File: src/rtl/cortex_m0_pkg.sv
// Shared definitions for the Cortex-M0 style front end: default widths,
// reset vector and the fetch sequencer state encoding.
package cortex_m0_pkg;

  localparam int          ADDR_W_DEF    = 32;
  localparam logic [31:0] RESET_VEC_DEF = 32'h0000_0000;
  localparam int          RAS_DEPTH_DEF = 4;

  typedef enum logic [1:0] {
    BOOT   = 2'd0,
    RUN    = 2'd1,
    BUBBLE = 2'd2
  } seq_state_e;

endpackage

File: src/rtl/pc_sequencer_if.sv
// Fetch-side bundle between the PC sequencer (master) and the fetch/decode
// logic (slave) that accepts addresses and reports control-flow events.
interface pc_sequencer_if import cortex_m0_pkg::*; #(
  parameter int ADDR_W = ADDR_W_DEF
);

  logic              stall;
  logic              fetch_ready;
  logic              instr_size;
  logic              branch_taken;
  logic [ADDR_W-1:0] branch_target;
  logic              call;
  logic              ret;
  logic              exc_req;
  logic [ADDR_W-1:0] exc_vector;
  logic [ADDR_W-1:0] pc;
  logic              pc_valid;
  logic              ras_empty;
  logic              ras_full;
  logic              ras_err;

  modport master (
    input  stall, fetch_ready, instr_size, branch_taken, branch_target,
    input  call, ret, exc_req, exc_vector,
    output pc, pc_valid, ras_empty, ras_full, ras_err
  );

  modport slave (
    output stall, fetch_ready, instr_size, branch_taken, branch_target,
    output call, ret, exc_req, exc_vector,
    input  pc, pc_valid, ras_empty, ras_full, ras_err
  );

endinterface

File: src/rtl/ras_stack.sv
// Circular return-address stack: pushing onto a full stack overwrites the
// oldest entry, so only the newest DEPTH return addresses are kept.
module ras_stack #(
  parameter int W     = 32,
  parameter int DEPTH = 4
) (
  input  logic         clk,
  input  logic         rst,
  input  logic         push,
  input  logic         pop,
  input  logic [W-1:0] din,
  output logic [W-1:0] top,
  output logic         empty,
  output logic         full,
  output logic         overflow,
  output logic         underflow
);

  localparam int PTR_W = $clog2(DEPTH);

  logic [W-1:0]     mem_q [DEPTH];
  logic [W-1:0]     mem_d [DEPTH];
  logic [PTR_W-1:0] ptr_q, ptr_d, top_idx;
  logic [PTR_W:0]   cnt_q, cnt_d;

  assign empty     = (cnt_q == '0);
  assign full      = (cnt_q == (PTR_W+1)'(DEPTH));
  assign top_idx   = ptr_q - PTR_W'(1);
  assign top       = mem_q[top_idx];
  assign overflow  = push & ~pop & full;
  assign underflow = pop & ~push & empty;

  // ptr_q is the next write slot; it wraps naturally because DEPTH is a power of 2
  always_comb begin
    mem_d = mem_q;
    ptr_d = ptr_q;
    cnt_d = cnt_q;
    if (push && !pop) begin
      mem_d[ptr_q] = din;
      ptr_d        = ptr_q + PTR_W'(1);
      if (!full) cnt_d = cnt_q + (PTR_W+1)'(1);
    end else if (pop && !push && !empty) begin
      ptr_d = top_idx;
      cnt_d = cnt_q - (PTR_W+1)'(1);
    end
  end

  always_ff @(posedge clk or posedge rst) begin
    if (rst) begin
      mem_q <= '{default: '0};
      ptr_q <= '0;
      cnt_q <= '0;
    end else begin
      mem_q <= mem_d;
      ptr_q <= ptr_d;
      cnt_q <= cnt_d;
    end
  end

endmodule

File: src/rtl/pc_sequencer.sv
// Fetch PC sequencer: sequential Thumb advance, prioritised redirects
// (exception > return > branch) and a return-address stack for calls.
module pc_sequencer import cortex_m0_pkg::*; #(
  parameter int                ADDR_W    = ADDR_W_DEF,
  parameter logic [ADDR_W-1:0] RESET_VEC = ADDR_W'(RESET_VEC_DEF),
  parameter int                RAS_DEPTH = RAS_DEPTH_DEF
) (
  input  logic          clk,
  input  logic          rst,
  pc_sequencer_if.master bus
);

  seq_state_e        state_q, state_d;
  logic [ADDR_W-1:0] pc_q, pc_d, pc_inc, seq_pc, ras_top;
  logic              pc_valid_q, pc_valid_d;
  logic              ras_err_q, ras_err_d;
  logic              adv, redirect, push, pop;
  logic              ras_empty, ras_full, ras_overflow, ras_underflow;

  function automatic logic [ADDR_W-1:0] clr_lsb(input logic [ADDR_W-1:0] a);
    return {a[ADDR_W-1:1], 1'b0};
  endfunction

  ras_stack #(
    .W     (ADDR_W),
    .DEPTH (RAS_DEPTH)
  ) u_ras (
    .clk       (clk),
    .rst       (rst),
    .push      (push),
    .pop       (pop),
    .din       (clr_lsb(seq_pc)),
    .top       (ras_top),
    .empty     (ras_empty),
    .full      (ras_full),
    .overflow  (ras_overflow),
    .underflow (ras_underflow)
  );

  // Redirects override stall/fetch_ready; only a plain advance depends on acceptance
  always_comb begin
    adv      = pc_valid_q & bus.fetch_ready & ~bus.stall;
    pc_inc   = bus.instr_size ? ADDR_W'(4) : ADDR_W'(2);
    seq_pc   = pc_q + pc_inc;
    pc_d     = pc_q;
    redirect = 1'b0;
    push     = 1'b0;
    pop      = 1'b0;
    if (bus.exc_req) begin
      redirect = 1'b1;
      pc_d     = clr_lsb(bus.exc_vector);
    end else if (bus.ret) begin
      redirect = 1'b1;
      pop      = 1'b1;
      pc_d     = ras_empty ? clr_lsb(bus.branch_target) : clr_lsb(ras_top);
    end else if (bus.branch_taken) begin
      redirect = 1'b1;
      push     = bus.call;
      pc_d     = clr_lsb(bus.branch_target);
    end else if (adv) begin
      pc_d = seq_pc;
    end

    ras_err_d = ras_err_q | ras_overflow | ras_underflow;

    state_d = state_q;
    case (state_q)
      BOOT:    state_d = redirect ? BUBBLE : RUN;
      RUN:     state_d = redirect ? BUBBLE : RUN;
      BUBBLE:  state_d = redirect ? BUBBLE : RUN;
      default: state_d = BOOT;
    endcase
    pc_valid_d = (state_d == RUN);
  end

  always_ff @(posedge clk or posedge rst) begin
    if (rst) begin
      state_q    <= BOOT;
      pc_q       <= RESET_VEC;
      pc_valid_q <= 1'b0;
      ras_err_q  <= 1'b0;
    end else begin
      state_q    <= state_d;
      pc_q       <= pc_d;
      pc_valid_q <= pc_valid_d;
      ras_err_q  <= ras_err_d;
    end
  end

  assign bus.pc        = pc_q;
  assign bus.pc_valid  = pc_valid_q;
  assign bus.ras_empty = ras_empty;
  assign bus.ras_full  = ras_full;
  assign bus.ras_err   = ras_err_q;

endmodule

File: src/flat_wrapper.sv
// flat-port wrapper written by rule: the top's interface ports become plain ports
module pc_sequencer_flat import cortex_m0_pkg::*;
#(
  parameter int                ADDR_W    = ADDR_W_DEF,
  parameter logic [ADDR_W-1:0] RESET_VEC = ADDR_W'(RESET_VEC_DEF),
  parameter int                RAS_DEPTH = RAS_DEPTH_DEF
)
  (clk, rst, bus_stall, bus_fetch_ready, bus_instr_size, bus_branch_taken, bus_branch_target, bus_call, bus_ret, bus_exc_req, bus_exc_vector, bus_pc, bus_pc_valid, bus_ras_empty, bus_ras_full, bus_ras_err);
  pc_sequencer_if #(.ADDR_W(ADDR_W)) bus_i ();
  input  logic clk;
  input  logic rst;
  input wire logic [$bits(bus_i.stall)-1:0] bus_stall;
  input wire logic [$bits(bus_i.fetch_ready)-1:0] bus_fetch_ready;
  input wire logic [$bits(bus_i.instr_size)-1:0] bus_instr_size;
  input wire logic [$bits(bus_i.branch_taken)-1:0] bus_branch_taken;
  input wire logic [$bits(bus_i.branch_target)-1:0] bus_branch_target;
  input wire logic [$bits(bus_i.call)-1:0] bus_call;
  input wire logic [$bits(bus_i.ret)-1:0] bus_ret;
  input wire logic [$bits(bus_i.exc_req)-1:0] bus_exc_req;
  input wire logic [$bits(bus_i.exc_vector)-1:0] bus_exc_vector;
  output wire logic [$bits(bus_i.pc)-1:0] bus_pc;
  output wire logic [$bits(bus_i.pc_valid)-1:0] bus_pc_valid;
  output wire logic [$bits(bus_i.ras_empty)-1:0] bus_ras_empty;
  output wire logic [$bits(bus_i.ras_full)-1:0] bus_ras_full;
  output wire logic [$bits(bus_i.ras_err)-1:0] bus_ras_err;
  assign bus_i.stall = bus_stall;
  assign bus_i.fetch_ready = bus_fetch_ready;
  assign bus_i.instr_size = bus_instr_size;
  assign bus_i.branch_taken = bus_branch_taken;
  assign bus_i.branch_target = bus_branch_target;
  assign bus_i.call = bus_call;
  assign bus_i.ret = bus_ret;
  assign bus_i.exc_req = bus_exc_req;
  assign bus_i.exc_vector = bus_exc_vector;
  assign bus_pc = bus_i.pc;
  assign bus_pc_valid = bus_i.pc_valid;
  assign bus_ras_empty = bus_i.ras_empty;
  assign bus_ras_full = bus_i.ras_full;
  assign bus_ras_err = bus_i.ras_err;
  pc_sequencer #(.ADDR_W(ADDR_W), .RESET_VEC(RESET_VEC), .RAS_DEPTH(RAS_DEPTH)) u_core (.clk(clk), .rst(rst), .bus(bus_i));
endmodule
File: config.mk
export PLATFORM = sky130hd
export DESIGN_NAME = pc_sequencer_flat
export DESIGN_NICKNAME = d
export VERILOG_FILES = /design/src/rtl/cortex_m0_pkg.sv /design/src/rtl/pc_sequencer_if.sv /design/src/rtl/ras_stack.sv /design/src/rtl/pc_sequencer.sv /design/src/flat_wrapper.sv
export SDC_FILE = /design/constraint.sdc
export NUM_CORES = 1
export LEC_CHECK = 0
export ABC_AREA = 1
export CAP_MARGIN = 40
export CELL_PAD_IN_SITES_DETAIL_PLACEMENT = 1
export CELL_PAD_IN_SITES_GLOBAL_PLACEMENT = 1
export CORE_ASPECT_RATIO = 1.1
export CORE_MARGIN = 5
export CORE_UTILIZATION = 41
export DETAILED_ROUTE_END_ITERATION = 10
export PLACE_DENSITY = 0.89
export SLEW_MARGIN = 10
export SYNTH_ARGS = -nofsm -noshare
export SYNTH_HDL_FRONTEND = slang
export SYNTH_SLANG_ARGS = --single-unit
File: constraint.sdc
create_clock -name clk -period 6.01 [get_ports clk]
set_input_delay 1.202 -clock clk [delete_from_list [all_inputs] [get_ports clk]]
set_output_delay 1.202 -clock clk [all_outputs]
set_load 0.05 [all_outputs]
==> results.cfg, run 1 <==
[global_routing]
antenna_found_initial = 0
grt_pass1_wl_um = 56200
grt_pass1_vias = 10400
grt_max_degree = 82
overflow = 0
grt_usage_pct = 26.9

[placement]
place_area_sq_um = 10700
routabilityCongestion = 0.914
dp_hpwl_um = 23400
portBuffers = 105
place_ws_ns = 1.95

[final_layout]
multi_input_area_sq_um = 4750
syn_to_final_growth_pct = 17.8
diodes = 0
nets = 1541
fin_util_pct = 49.2
drive_gt1_share_pct = 6.31
design_area_sq_um = 11300
fillers = 2933
seq_area_sq_um = 4080

[routing]
ant_nets = 0
vias = 9880
drtIter0Drc = 600
wl_per_cell_um = 20.0
wl_um = 35400
drc = 2
first_pass_iters = 8
vias_per_cell = 5.57

[floorplanning]
initial_core_util_pct = 41.8
dieHeight_um = 171
io-pin-count = 109
fp.dieW_um = 156
dieArea_sq_um = 26600
coreArea_sq_um = 23000
rows = 58

[hold_path]
holdCritPathClass = flop to flop
min_from = u_core.state_q[1]

[logic_synthesis]
synth_fp_nets = 1480
async_reset_ff_share_pct = 100
netlist_instances = 1399
netlist_top_cells_area = dfrtp_1 (42%), nand2_1 (21%), o21ai_0 (6.4%)
synthDistinctLibCells = 43
yosys.area.top_type = dfrtp_1
netlist_top_cells_count = nand2_1 (532), dfrtp_1 (163), nor2_1 (162), o21ai_0 (122), inv_1 (91)
synth_top_area_share_pct = 42.5
synth_edf_count = 0
synth-seq-area-share_pct = 42.5
synth_most_common_cell = nand2_1
synth_seq_cells = 163
synth_area_sq_um = 9610
synth_warnings = 0
ys.flop_type = dfrtp_1
syn_avg_cell_area_sq_um = 6.87

[run_status]
status = finished with violations
violations = DRC

[sta]
tightest_slew_ns = 0.901
fin_tns_setup_ns = 0
fmax_ghz = 0.266
min_period_over_period_pct = 62.6
rsz0062_at_grt = no
fin_crit_ns = 3.76
fin_skew_ns = 0.0164
setup_viol = 0
slew_violations = 0
max-slew-margin-rel_pct = 39.9
layout_setup_ws_ns = 2.25
hold_viol = 0

[worst_setup_path]
worstSetupStartpointType = input port
worstSetupPathType = input port to flop
reg2reg_from = u_core.u_ras.ptr_q[0]
worstPathRequired_ns = 6.29
path_max_fanout = 32
endpoint_kind = flop
cp.arrival_ns = 4.04
worstSetupStartpoint = bus_branch_taken

[cts]
clk_pin_slew_ns = 0.08
cts.htree.levels = 4
cts_num_sinks = 163
tritoncts = yes
cts_hold_buf = 0
post_cts_buffers = 0
numCtsBuffers = 17
cts_root_buffer = clkbuf_16
clockBufferDepth = 2
clkLatencyLatePin_ns = 0.45
ctsResizeCount = 0

[job]
max-cap-violations = 0

[power_and_ir_drop]
powerDensity_nw_per_um2 = 502
power_mw = 5.68
peakVddDrop_mv = 0.234
cellLeakagePower_nw = 5.49
-- final cells by class --
type | count | share of cell area (%)
repair buffers | 117 | 10.1
well taps | 300 | 3.32
clock buffers | 17 | 3.76
multi-input cells | 1060 | 42.0
clock inverters | 15 | 1.32
inverters | 101 | 3.42
flip-flops and latches | 163 | 36.0
-- stage by stage --
stage / hold slack (ns) / instances
after global routing: 0.467 / 1773
final: 0.448 / 1773
after floorplan: 0.416 / 1399
after detailed placement: 0.445 / 1741
after global placement: 0.430 / 1740
after CTS: 0.444 / 1773
-- logic make-up after synthesis --
family          synth area share [%]
simple gates                    35.1
compound gates                  11.9
buf+inv                         8.05
flops                           42.5
xor+xnor                        1.19
fa+ha+maj                       1.20
other cells                   0.0390
mux                            0.117
-- critical path, cell delays in order --
cell and delay, ns:
clkdlybuf4s50_1 0.90, nand3_4 0.22, inv_4 0.18, nand2_2 0.50, inv_2 0.70, o21ai_0 0.28
-- layout by cell type, fill, tap and decap left out, types with 3 or more instances in the layout --
master,netlist,layout
nand2_1,532,532
nor2_1,162,162
dfrtp_1,163,162
o21ai_0,122,122
clkdlybuf4s50_1,0,104
inv_1,91,90
nand3_1,85,85
a21oi_1,44,44
o21ai_1,31,31
clkbuf_16,0,17
buf_4,7,11
o211ai_1,10,10
inv_2,8,8
and2_1,7,7
nor2_2,7,7
nand2_2,6,6
xor2_1,6,6
inv_6,0,6
or2_2,6,6
ha_1,6,6
inv_8,0,6
nand2_4,4,4
o21ai_2,4,4
a31oi_1,4,4
nand3b_1,3,3
nor2_4,3,3
-- power by group --
group | switching [mW] | leakage [nW] | internal, mW
clock | 0.548 | 0.284 | 0.556
combinational | 1.83 | 3.21 | 0.847
sequential | 0.336 | 2.00 | 1.56
-- registers in the layout, indices dropped and copies added (netlist names) --
register	count
u_core.u_ras.mem_q	124
u_core.bus.pc	31
u_core.u_ras.cnt_q	3
u_core.state_q	2
u_core.u_ras.ptr_q	2
u_core.bus.ras_err	1
-- metal layers --
metal  vias up  GRT usage (%)  wire length, um
met5         -              0                0
met4         0           10.9             1340
met3        94           4.60             1930
met2       314           46.4            17600
met1      4947           33.5            14600
li1       4525              -                -
-- worst paths after layout --
| check | cells after the start | slack [ns] | end |
|---|---|---|---|
| max | 6 | 2.25 | u_core.u_ras.mem_q[107] |
| min | 1 | 0.45 | u_core.state_q[0] |
| max reg2reg | 12 | 2.61 | u_core.bus.pc[23] |
| min reg2reg | 1 | 0.45 | u_core.state_q[0] |
| max in group asynchronous | 3 | 3.60 | u_core.bus.pc[24] |
| min in group asynchronous | 2 | 1.29 | u_core.u_ras.mem_q[99] |
(Power assumes the default switching activity.)
==> run 2, diff against run 1 <==
==> constraint.sdc (replaced) <==
create_clock -name clk -period 3.93 [get_ports clk]
set_input_delay 0.786 -clock clk [delete_from_list [all_inputs] [get_ports clk]]
set_output_delay 0.786 -clock clk [all_outputs]
set_load 0.05 [all_outputs]
==> results.cfg, run 2 (synthesized netlist as in run 1, its figures left out) <==
[run_status]
status = finished, final reports clean

[cts]
cts.htree.levels = 4
clk_pin_slew_ns = 0.08
cts_hold_buf = 0
clockBufferDepth = 2
clkLatencyLatePin_ns = 0.45
cts_num_sinks = 163
cts_root_buffer = clkbuf_16
numCtsBuffers = 17
post_cts_buffers = 0
tritoncts = yes
ctsResizeCount = 0

[worst_setup_path]
worst-r2r-setup-slack_ns = 1.34
endpoint_kind = output port
worstSetupStartpointType = flop
crit_family = buffers and inverters
path_max_fanout = 4
r2r_end = u_core.bus.pc[12]
worstPathRequired_ns = 3.14
cp_cell_sequence = nor3_1 -> clkdlybuf4s50_1
cp.arrival_ns = 2.36
r2r_cells = 9
path_buf_inv = 1
slowest_delay_ns = 0.93
reg2reg_from = u_core.u_ras.ptr_q[0]
worstSetupPathType = flop to output port
worstSetupStartpoint = u_core.u_ras.cnt_q[0]
crit_slowest_cell = clkdlybuf4s50_1

[power_and_ir_drop]
switching_share_pct = 47.9
peakVddDrop_mv = 0.315
comb_power_share_pct = 46.6
p_sw_mw = 4.25
clockPowerShare_pct = 20.4
p_seq_share_pct = 33.0
powerDensity_nw_per_um2 = 777
power.internal_mw = 4.63
cellLeakagePower_nw = 5.54

[sta]
min_period_over_period_pct = 80.0
max-slew-margin-rel_pct = 38.0
setup_viol = 0
rsz0062_at_grt = no
fmax_ghz = 0.318
hold_viol = 0
tightest_slew_ns = 0.930
fin_tns_setup_ns = 0
fin_crit_ns = 3.15
slew_violations = 0
fin_skew_ns = 0.0135

[global_routing]
grt_usage_pct = 27.3
grt_max_degree = 164
grt_pass1_wl_um = 56700
antenna_found_initial = 0
grt_pass1_vias = 10600
overflow = 0

[final_layout]
mostFrequentLayoutCell = nand2_1
fin_util_pct = 49.7
drive_gt1_share_pct = 6.70
diodes = 0
regMostFlops = u_core.u_ras.mem_q
largest_register_ffs = 124
syn_to_final_growth_pct = 19.0
nets = 1546
layout_common_cells = nand2_1 (532), nor2_1 (162), dfrtp_1 (162)

[hold_path]
min_from = u_core.state_q[1]
hold_end = u_core.state_q[1]
hold_depth = 1
holdCritPathClass = flop to flop

[floorplanning]
initial_core_util_pct = 41.8
fp.dieW_um = 156
dieHeight_um = 171
coreArea_sq_um = 23000
io-pin-count = 109
rows = 58
dieArea_sq_um = 26600

[routing]
wl_um = 35900
top_layer = met4
dr_wl_met2_um = 18000
wl_per_cell_um = 20.2
drtIter0Drc = 654
vias = 9928
ant_nets = 0
first_pass_iters = 5
vias_per_cell = 5.58
met3WireLength_um = 1860
met1_length_um = 14600
drc = 0

[placement]
routabilityCongestion = 0.918
dp_hpwl_um = 24200
portBuffers = 105

[job]
max-cap-violations = 0
## run 2: cell types whose count changed in the layout (fill, tap and decap cells not counted), sizes merged
cell | previous run | this run
buf | 13 | 19
bufinv | 0 | 1
clkdlybuf4s50 | 104 | 103
clkinv | 4 | 7
inv | 111 | 107
## run 2: worst max path at each step
stage                     cells past startpoint  slack (ns)           endpoint
after floorplan                               1        1.07  u_core.bus.pc[10]
after global placement                       14        0.80  u_core.bus.pc[11]
after detailed placement                     14        0.69  u_core.bus.pc[11]
after CTS                                     2        0.78       bus_ras_full
after global routing                          2        0.75       bus_ras_full
final                                         2        0.78       bus_ras_full
## run 2: final cells by class
| class | instances | area, sq um |
|---|---|---|
| clock buffers | 17 | 425 |
| clock inverters | 15 | 205 |
| fillers | 2944 | 11600 |
| inverters | 101 | 385 |
| multi-input cells | 1060 | 4750 |
| flip-flops and latches | 163 | 4080 |
| well taps | 300 | 375 |
| repair buffers | 122 | 1210 |
## run 2: metrics by stage
step / instances / power (mW) / hold WS [ns] / setup slack, ns / instance area, sq um
2_1_floorplan: 1399 / 5.57 / 0.416 / 1.07 / 9610
3_3_place_gp: 1746 / 6.80 / 0.432 / 0.797 / 10800
3_5_place_dp: 1746 / 7.00 / 0.445 / 0.692 / 10800
4_1_cts: 1778 / 8.88 / 0.456 / 0.777 / 11400
5_1_grt: 1778 / 9.44 / 0.490 / 0.754 / 11400
6_report: 1778 / 8.88 / 0.456 / 0.785 / 11400
## run 2: per-layer routing
layer | up-vias | global-route usage (%)
li1 | 4530 | -
met3 | 100 | 4.07
met4 | 0 | 12.6
met1 | 4958 | 33.4
met5 | - | 0
met2 | 340 | 47.4
## run 2: power by group through the flow
stage	sequential (mW)	combinational, mW	clock [mW]
2_1_floorplan	3.10	2.47	0
3_3_place_gp	2.88	3.92	0
3_5_place_dp	2.93	4.07	0
4_1_cts	2.92	4.14	1.83
5_1_grt	3.01	4.53	1.90
6_report	2.93	4.14	1.81
